[src/rtl/led_bounce_chaser.sv]
// Single-LED chaser with its own step prescaler: bounces up/down the bank or wraps to LED 0.
// Optional CHASE_TRAIL_EN adds a registered previous position so a 2-LED comet is shown.
module led_bounce_chaser #(
  parameter int N_LEDS   = 8,
  parameter int PRESCALE = 4,
  localparam int POS_W   = $clog2(N_LEDS)
) (
  input  logic              clk,
  input  logic              reset,
  input  logic              en,
  input  logic              mode,
  input  logic [1:0]        speed,
  input  logic              hold,
  output logic [N_LEDS-1:0] led,
  output logic [POS_W-1:0]  pos,
  output logic              dir_dn,
  output logic              turn,
  output logic [1:0]        state_o
);

  localparam int CNT_W = $clog2(PRESCALE * 8);
  localparam logic [POS_W-1:0] POS_LAST = POS_W'(N_LEDS - 1);

  typedef enum logic [1:0] {IDLE = 2'd0, RUN_UP = 2'd1, RUN_DN = 2'd2} state_t;

  state_t              state_q, state_d;
  logic [POS_W-1:0]    pos_q, pos_d;
  logic [CNT_W-1:0]    cnt_q, cnt_d;
  logic [N_LEDS-1:0]   led_q, led_d;
  logic                dir_q, dir_d;
  logic                turn_q, turn_d;
  logic [31:0]         period_m1;
  logic                tick;
  logic                step;

  // Longer period at higher speed codes; a lowered speed below the count ticks at once.
  assign period_m1 = (32'(PRESCALE) << speed) - 32'd1;
  assign tick      = (32'(cnt_q) >= period_m1);

`ifdef CHASE_TRAIL_EN
  logic [POS_W-1:0] prev_pos_q, prev_pos_d;
  logic             prev_vld_q, prev_vld_d;
`endif

  always_comb begin
    state_d = state_q;
    pos_d   = pos_q;
    cnt_d   = cnt_q;
    turn_d  = 1'b0;
    step    = 1'b0;
    case (state_q)
      IDLE: begin
        pos_d = '0;
        cnt_d = '0;
        if (en) state_d = RUN_UP;
      end
      RUN_UP, RUN_DN: begin
        if (!en) begin
          state_d = IDLE;
          pos_d   = '0;
          cnt_d   = '0;
        end else if (!hold) begin
          if (tick) begin
            cnt_d = '0;
            step  = 1'b1;
            if (state_q == RUN_UP) begin
              if (pos_q != POS_LAST) begin
                pos_d = pos_q + POS_W'(1);
              end else if (!mode) begin
                state_d = RUN_DN;
                pos_d   = POS_LAST - POS_W'(1);
                turn_d  = 1'b1;
              end else begin
                pos_d  = '0;
                turn_d = 1'b1;
              end
            end else begin
              // Down leg never sits at the top, so switching to wrap is a plain step up.
              if (mode) begin
                state_d = RUN_UP;
                pos_d   = pos_q + POS_W'(1);
              end else if (pos_q != '0) begin
                pos_d = pos_q - POS_W'(1);
              end else begin
                state_d = RUN_UP;
                pos_d   = POS_W'(1);
                turn_d  = 1'b1;
              end
            end
          end else begin
            cnt_d = cnt_q + CNT_W'(1);
          end
        end
      end
      default: begin
        state_d = IDLE;
        pos_d   = '0;
        cnt_d   = '0;
      end
    endcase

    dir_d = (state_d == RUN_DN);
    led_d = '0;
    if (state_d != IDLE) led_d[pos_d] = 1'b1;
  end

`ifdef CHASE_TRAIL_EN
  always_comb begin
    prev_pos_d = prev_pos_q;
    prev_vld_d = prev_vld_q;
    if (state_d == IDLE || state_q == IDLE) begin
      prev_pos_d = '0;
      prev_vld_d = 1'b0;
    end else if (step) begin
      prev_pos_d = pos_q;
      prev_vld_d = 1'b1;
    end
  end

  always_ff @(posedge clk or negedge reset) begin
    if (!reset) begin
      prev_pos_q <= '0;
      prev_vld_q <= 1'b0;
      led_q      <= '0;
    end else begin
      prev_pos_q <= prev_pos_d;
      prev_vld_q <= prev_vld_d;
      led_q      <= led_d | ((prev_vld_d && state_d != IDLE) ?
                             (N_LEDS'(1) << prev_pos_d) : '0);
    end
  end
`else
  always_ff @(posedge clk or negedge reset) begin
    if (!reset) led_q <= '0;
    else        led_q <= led_d;
  end
`endif

  always_ff @(posedge clk or negedge reset) begin
    if (!reset) begin
      state_q <= IDLE;
      pos_q   <= '0;
      cnt_q   <= '0;
      dir_q   <= 1'b0;
      turn_q  <= 1'b0;
    end else begin
      state_q <= state_d;
      pos_q   <= pos_d;
      cnt_q   <= cnt_d;
      dir_q   <= dir_d;
      turn_q  <= turn_d;
    end
  end

  assign led     = led_q;
  assign pos     = pos_q;
  assign dir_dn  = dir_q;
  assign turn    = turn_q;
  assign state_o = state_q;

endmodule

[config.mk]
export PLATFORM = sky130hd
export DESIGN_NAME = led_bounce_chaser
export DESIGN_NICKNAME = d
export VERILOG_FILES = /design/src/rtl/led_bounce_chaser.sv
export SDC_FILE = /design/constraint.sdc
export NUM_CORES = 1
export LEC_CHECK = 0
export CELL_PAD_IN_SITES_DETAIL_PLACEMENT = 0
export CELL_PAD_IN_SITES_GLOBAL_PLACEMENT = 2
export CORE_ASPECT_RATIO = 0.75
export CORE_MARGIN = 2
export CORE_UTILIZATION = 29
export DETAILED_ROUTE_END_ITERATION = 8
export PLACE_DENSITY = 0.85
export SYNTH_ARGS = -nofsm -noshare
export SYNTH_HDL_FRONTEND = slang
export SYNTH_SLANG_ARGS = --single-unit
export TNS_END_PERCENT = 30
[constraint.sdc]
create_clock -name clk -period 2.2 [get_ports clk]
set_input_delay 0.44 -clock clk [delete_from_list [all_inputs] [get_ports clk]]
set_output_delay 0.44 -clock clk [all_outputs]
set_load 0.005 [all_outputs]
After elaboration in Yosys (flattened, before gate mapping). Cells that the tools add are included.

Word-level logic and storage cells: 58. Flip-flop bits (word level): 20. Output and inout bits: 15.

Magnitude comparators: 3. Reductions and logical operators: 5. Eq/ne operators: 5. Shifts and indexed selects: 1. Add/subtract/negate cells: 4. Muxes and demuxes: 34.

Operators by type and width (number): greater-or-equal comparator 5 x 32 -> 1 bit (1); << shifter 3 x 2 -> 32 bit (first input constant) (1); subtractor 32 x 1 -> 32 bit (second input constant) (1); 2-to-1 mux 3 bit (9); 2-to-1 mux 5 bit (4); 2-to-1 mux 2 bit (9); 2-to-1 mux 1 bit (9); 2-to-1 mux 8 bit (1); inequality test 3 bit (second input constant) (2); adder 5 x 1 -> 5 bit (second input constant) (1); equality test 2 bit (second input constant) (2); < comparator 3 x 4 -> 1 bit (second input constant) (1); one-hot mux 2 bit (2 select lines) (1); adder 3 x 1 -> 3 bit (second input constant) (1); demux 1 bit (select 3 bit) (1); greater-or-equal comparator 3 x 1 -> 1 bit (second input constant) (1); nonzero test 3 bit (1); subtractor 3 x 1 -> 3 bit (second input constant) (1); equality test 2 x 1 -> 1 bit (second input constant) (1); logical NOT 2 bit (1); nonzero test 2 bit (1); OR reduction 2 bit (1); logical AND 1 bit (1).

Depth between registers and ports, before layout.
Depth in word-level cells: 13. Gate-level depth with buffers: 9. Depth with buffers taken out: 9.

Least setup slack after synthesis. OpenSTA, ideal clock, no wires.

Path type: input to register. Start point: input port speed[0]. End point: register led_q[6] (netlist: led[6]). Setup time: 0.143 ns. Required time: 2.057 ns. Path buffers: 0. Setup slack: 0.008 ns. Data arrival time: 2.050 ns. Stages on the path: 9. Cells stage by stage: nand2_1 inv_1 ha_1 o211ai_2 o21a_4 o31ai_2 o41ai_4 a2111oi_4 nor4b_1.

Cells in the longest elaborated chain, start to end: 12. Elaborated cells between the ends (all ways): 18. Classes of those cells: 1 x add/sub; 3 x order compare; 1 x shift; 11 x mux; 2 x reduce/logical.

RTL lines: start: declaration (RTL line 12) `input logic [1:0] speed,`; << shifter 3 x 2 -> 32 bit (*) (RTL line 37) `assign period_m1 = (32'(PRESCALE) << speed) - 32'd1;`; subtractor 32 x 1 -> 32 bit (*) (RTL line 37); greater-or-equal comparator 5 x 32 -> 1 bit (*) (RTL line 38) `assign tick = (32'(cnt_q) >= period_m1);`; 2-to-1 mux 3 bit (RTL line 63) `if (tick) begin`; 2-to-1 mux 3 bit (RTL line 62) `end else if (!hold) begin`; 2-to-1 mux 3 bit (RTL line 58) `if (!en) begin`; 2-to-1 mux 3 bit (RTL line 51) `case (state_q)`; < comparator 3 x 4 -> 1 bit (implied by the code) or greater-or-equal comparator 3 x 1 -> 1 bit (tied branches) (RTL line 104) `if (state_d != IDLE) led_d[pos_d] = 1'b1;`; logical AND 1 bit (implied by the code) (RTL line 104); 2-to-1 mux 1 bit (implied by the code) (RTL line 104); demux 1 bit (select 3 bit) (RTL line 104); 2-to-1 mux 8 bit (*) (RTL line 104); via led_d[6] (RTL line 29) `logic [N_LEDS-1:0] led_q, led_d;`; end signal: assignment (RTL line 135) `else led_q <= led_d;`; end: declaration (RTL line 29).

The timed path passes the listed nets; every way through them passes the cells marked *. A chain may end at the register's enable or synchronous reset.

Worst setup path after layout.
Start point: register pos_q[1] (netlist: pos[1]). End point: register led_q[5] (netlist: led[5]).

Cells in the longest elaborated chain, start to end: 13. Elaborated cells between the ends (all ways): 27. Classes of those cells: 2 x add/sub; 2 x order compare; 1 x eq/ne; 19 x mux; 3 x reduce/logical.

RTL lines: start: declaration (RTL line 27) `logic [POS_W-1:0] pos_q, pos_d;`; start signal: assignment (RTL line 148) `pos_q <= pos_d;`; subtractor 3 x 1 -> 3 bit or nonzero test 3 bit (tied branches) (RTL line 83, 82); 2-to-1 mux 3 bit (RTL line 82) `end else if (pos_q != '0) begin`; 2-to-1 mux 3 bit (RTL line 79) `if (mode) begin`; 2-to-1 mux 3 bit (RTL line 66) `if (state_q == RUN_UP) begin`; 2-to-1 mux 3 bit (RTL line 63); 2-to-1 mux 3 bit (RTL line 62); 2-to-1 mux 3 bit (RTL line 58); 2-to-1 mux 3 bit (RTL line 51); < comparator 3 x 4 -> 1 bit (implied by the code) or greater-or-equal comparator 3 x 1 -> 1 bit (tied branches) (RTL line 104); logical AND 1 bit (implied by the code) (RTL line 104); 2-to-1 mux 1 bit (implied by the code) (RTL line 104); demux 1 bit (select 3 bit) (RTL line 104); 2-to-1 mux 8 bit (*) (RTL line 104); via led_d[5] (RTL line 29).

Marks and branches as above.

==> impl_results.md <==
- Register area share after synthesis: 37.8%
- Root buffer cell: clkbuf_8
- Achievable frequency: between 0.4 and 0.5 GHz
- Die span in y: approximately 63 um
- Total GRT Usage: 14.0%
- YS warnings: 0
- Routed wire length: roughly 3400 um
- I/O pins: 22
- Fin crit share: around 97%
- Clk pin slew, worst setup/hold paths: 0.07 ns
- Worst Setup EP: led[5]
- Worst Clk Skew: 0.00246 ns
- Post-Synthesis Cells: between 100 and 150
- Maximum vdd drop: around 0.00041 V
- Area share of fa/ha/maj cells after synthesis: between 10% and 20%
- Reg-to-Reg End: led[5]
- DRT iter0 DRCs: 85
- Post-Synth Simple-Gate Area: between 20% and 30%
- Cts hold-fix bufs: 0
- Netlist cell types: 41
- Vias: ~1,200
- DR DRC count: 0
- Worst setup path category: reg -> reg
- Compound-cell area share of the yosys netlist: about a fifth
- Layout cells sized above 1: between 30 and 40%
- Commonest non-fill, non-tap cell in the layout: buf_4
- Nets@finish: around 210
- Layout area overhead: 45.5%
- Critical Path RT: between 2 and 2.5 ns
- Multiplexer share of the synthesized area: around 1.5%
- Most frequent cells in the layout: 26 x buf_4, 20 x dfrtp_1, 18 x clkdlybuf4s50_1, 12 x nand2_1, 12 x nor3_1
- Async set or reset register ratio after synthesis: 100%
- WL/cell: 14.1 um
- Seq cells post-synth: 20
- Avg Vias per Cell: between 4 and 5
- Most used DFF post-synth: dfrtp_1
- Crit path DAT: about 2.3 ns
- CP endpoint kind: flop
- First-pass GRT wire length: about 5600 um
- Syn Std Cell Area: approximately 1300 um^2
- Final Critical Period: roughly 2.1 ns
- Startpoint Class: flop
- Placer congestion estimate: 0.853
- TritonCTS Buffers: 3
- Global route overflow: 0
- CTS tree: done
- Syn Area/Cell: 9.67 um^2
- Initial core utilization: a little under 30%
- Final setup violation count: 0
- CTS H-tree lvls: 1
- Final hold slack: between 0.5 and 0.6 ns
- DP HPWL: approximately 2500 um
- R2r startpoint: pos[1]
- Clock Sinks: 20
- Die X: 82.1 um
- Largest family of logic cells by synthesized area: simple AND/OR/NAND/NOR gates
- Initial antenna violation count: 0
- Final core utilization: a little over two fifths
- Static leakage: 0.860 nW
- EDFF count, synth: 0
- Syn Nets: roughly 160
- DRT Pass-1 Iters: 4
- Slew Viols, Final: 0
- Largest net degree at the start of global routing: 21
- Pwr/cell area: about 620 nW/um^2
- Max-cap violation count: 0
- Core area: between 4000 and 5000 um^2
- Diode count: 0
- Worst Reg-to-Reg Cells: 10
- Via count of the first global-routing pass: about 1,200
- Max-slew headroom: roughly three quarters
- Flop2flop setup slack: between 0.06 and 0.07 ns
- Hold violation total from the final report: 0
- Routed Antenna Nets: 0
- Clock Latency Late Sink: between 0.2 and 0.3 ns
- Setup crit start: pos[1]
- Worst Max-Slew Pin Slew: 0.348 ns
- CTS max path bufs: 2
- Class of the worst hold path: in -> async
- Row count: 21
- Buffers on Ports: 21
- Status: finished clean
- Post-Synth XOR/XNOR Area: roughly 1.3%
- Crit Path Max Fanout: 8
- Die area: just over 5000 um^2
[what timing repair did]
item | 4_1_cts | 5_1_grt
gates resized for setup | 8 | 23
pin swaps | 6 | 4
setup buffers | 1 | 3
endpoints found under the setup margin | 15 | 12
[Yosys cell counts, drive strengths merged, types with 2 or more instances]
master  instances  area share, %
nor3           14            6.1
o41ai           2            2.7
buf             3            1.6
a211oi          3            2.1
nand4           2           0.94
ha             13             12
dfrtp          20             38
mux2i           2            1.5
and2            3            1.5
a21oi          11            4.4
nor2           12            3.8
xor2            2            1.3
o21ai           7            2.9
nor3b           3            2.1
nand2          14            4.2
inv            11            3.1
[critical path: stages (launching register included)]
cell	delay, ns
dfrtp_1	0.41
inv_1	0.11
ha_1	0.18
ha_2	0.21
nor2_4	0.05
a21oi_1	0.16
o22ai_1	0.11
and3_4	0.20
a2111oi_4	0.35
buf_6	0.18
nor3_1	0.06
[per-stage QoR]
| step | TNS [ns] | std cells | area, um^2 | setup slack [ns] | power [W] |
|---|---|---|---|---|---|
| floorplan | 0 | 137 | 1330 | 0.00779 | 0.000681 |
| global placement | -6.94 | 235 | 1760 | -0.545 | 0.000857 |
| detailed placement | -7.16 | 235 | 1760 | -0.562 | 0.000865 |
| CTS | 0 | 239 | 1830 | 0.000304 | 0.00114 |
| global route | -0.159 | 242 | 1930 | -0.0308 | 0.00126 |
| finish | 0 | 242 | 1930 | 0.0673 | 0.00119 |
[flip-flops by register name (all words and copies together) (netlist names)]
| name | count |
|---|---|
| cnt_q | 5 |
| led | 8 |
| turn | 1 |
| state_o | 2 |
| dir_dn | 1 |
| pos | 3 |
[layout make-up]
type / instances / area [um^2]
Fill cell: 425 / 2510
Tap cell: 57 / 71.3
Clock buffer: 3 / 41.3
Sequential cell: 20 / 500
Timing Repair Buffer: 48 / 409
Multi-Input combinational cell: 103 / 865
Inverter: 11 / 41.3
[where the power goes]
part | internal (W) | switching [W]
combinational | 0.000252 | 0.000277
clock | 0.000122 | 0.000124
sequential | 0.000391 | 0.0000220
total | 0.000764 | 0.000423
[worst min path at each step]
stage | end | cells after the start
after floorplan | cnt_q[0] | 0
after global placement | cnt_q[1] | 2
after detailed placement | cnt_q[4] | 2
after CTS | pos[0] | 2
after global routing | pos[0] | 2
final | cnt_q[1] | 2
[cell families after synthesis]
kind of cell / after synthesis
XOR/XNOR: 2
adder cells (fa/ha/maj): 13
AO/OA/AOI/OAI: 31
multiplexers: 2
AND/OR/NAND/NOR: 55
flip-flops: 20
buffers and inverters: 14
[per-layer routing]
| metal | vias up | global-route usage, % | routed length, um |
|---|---|---|---|
| met3 | 2 | 4.62 | 196 |
| li1 | 588 | - | - |
| met2 | 30 | 19.3 | 1400 |
| met1 | 561 | 21.6 | 1820 |
| met5 | - | 0 | 0 |
| met4 | 0 | 1.88 | 7 |
No activity file was read; power rests on OpenSTA's default activity.
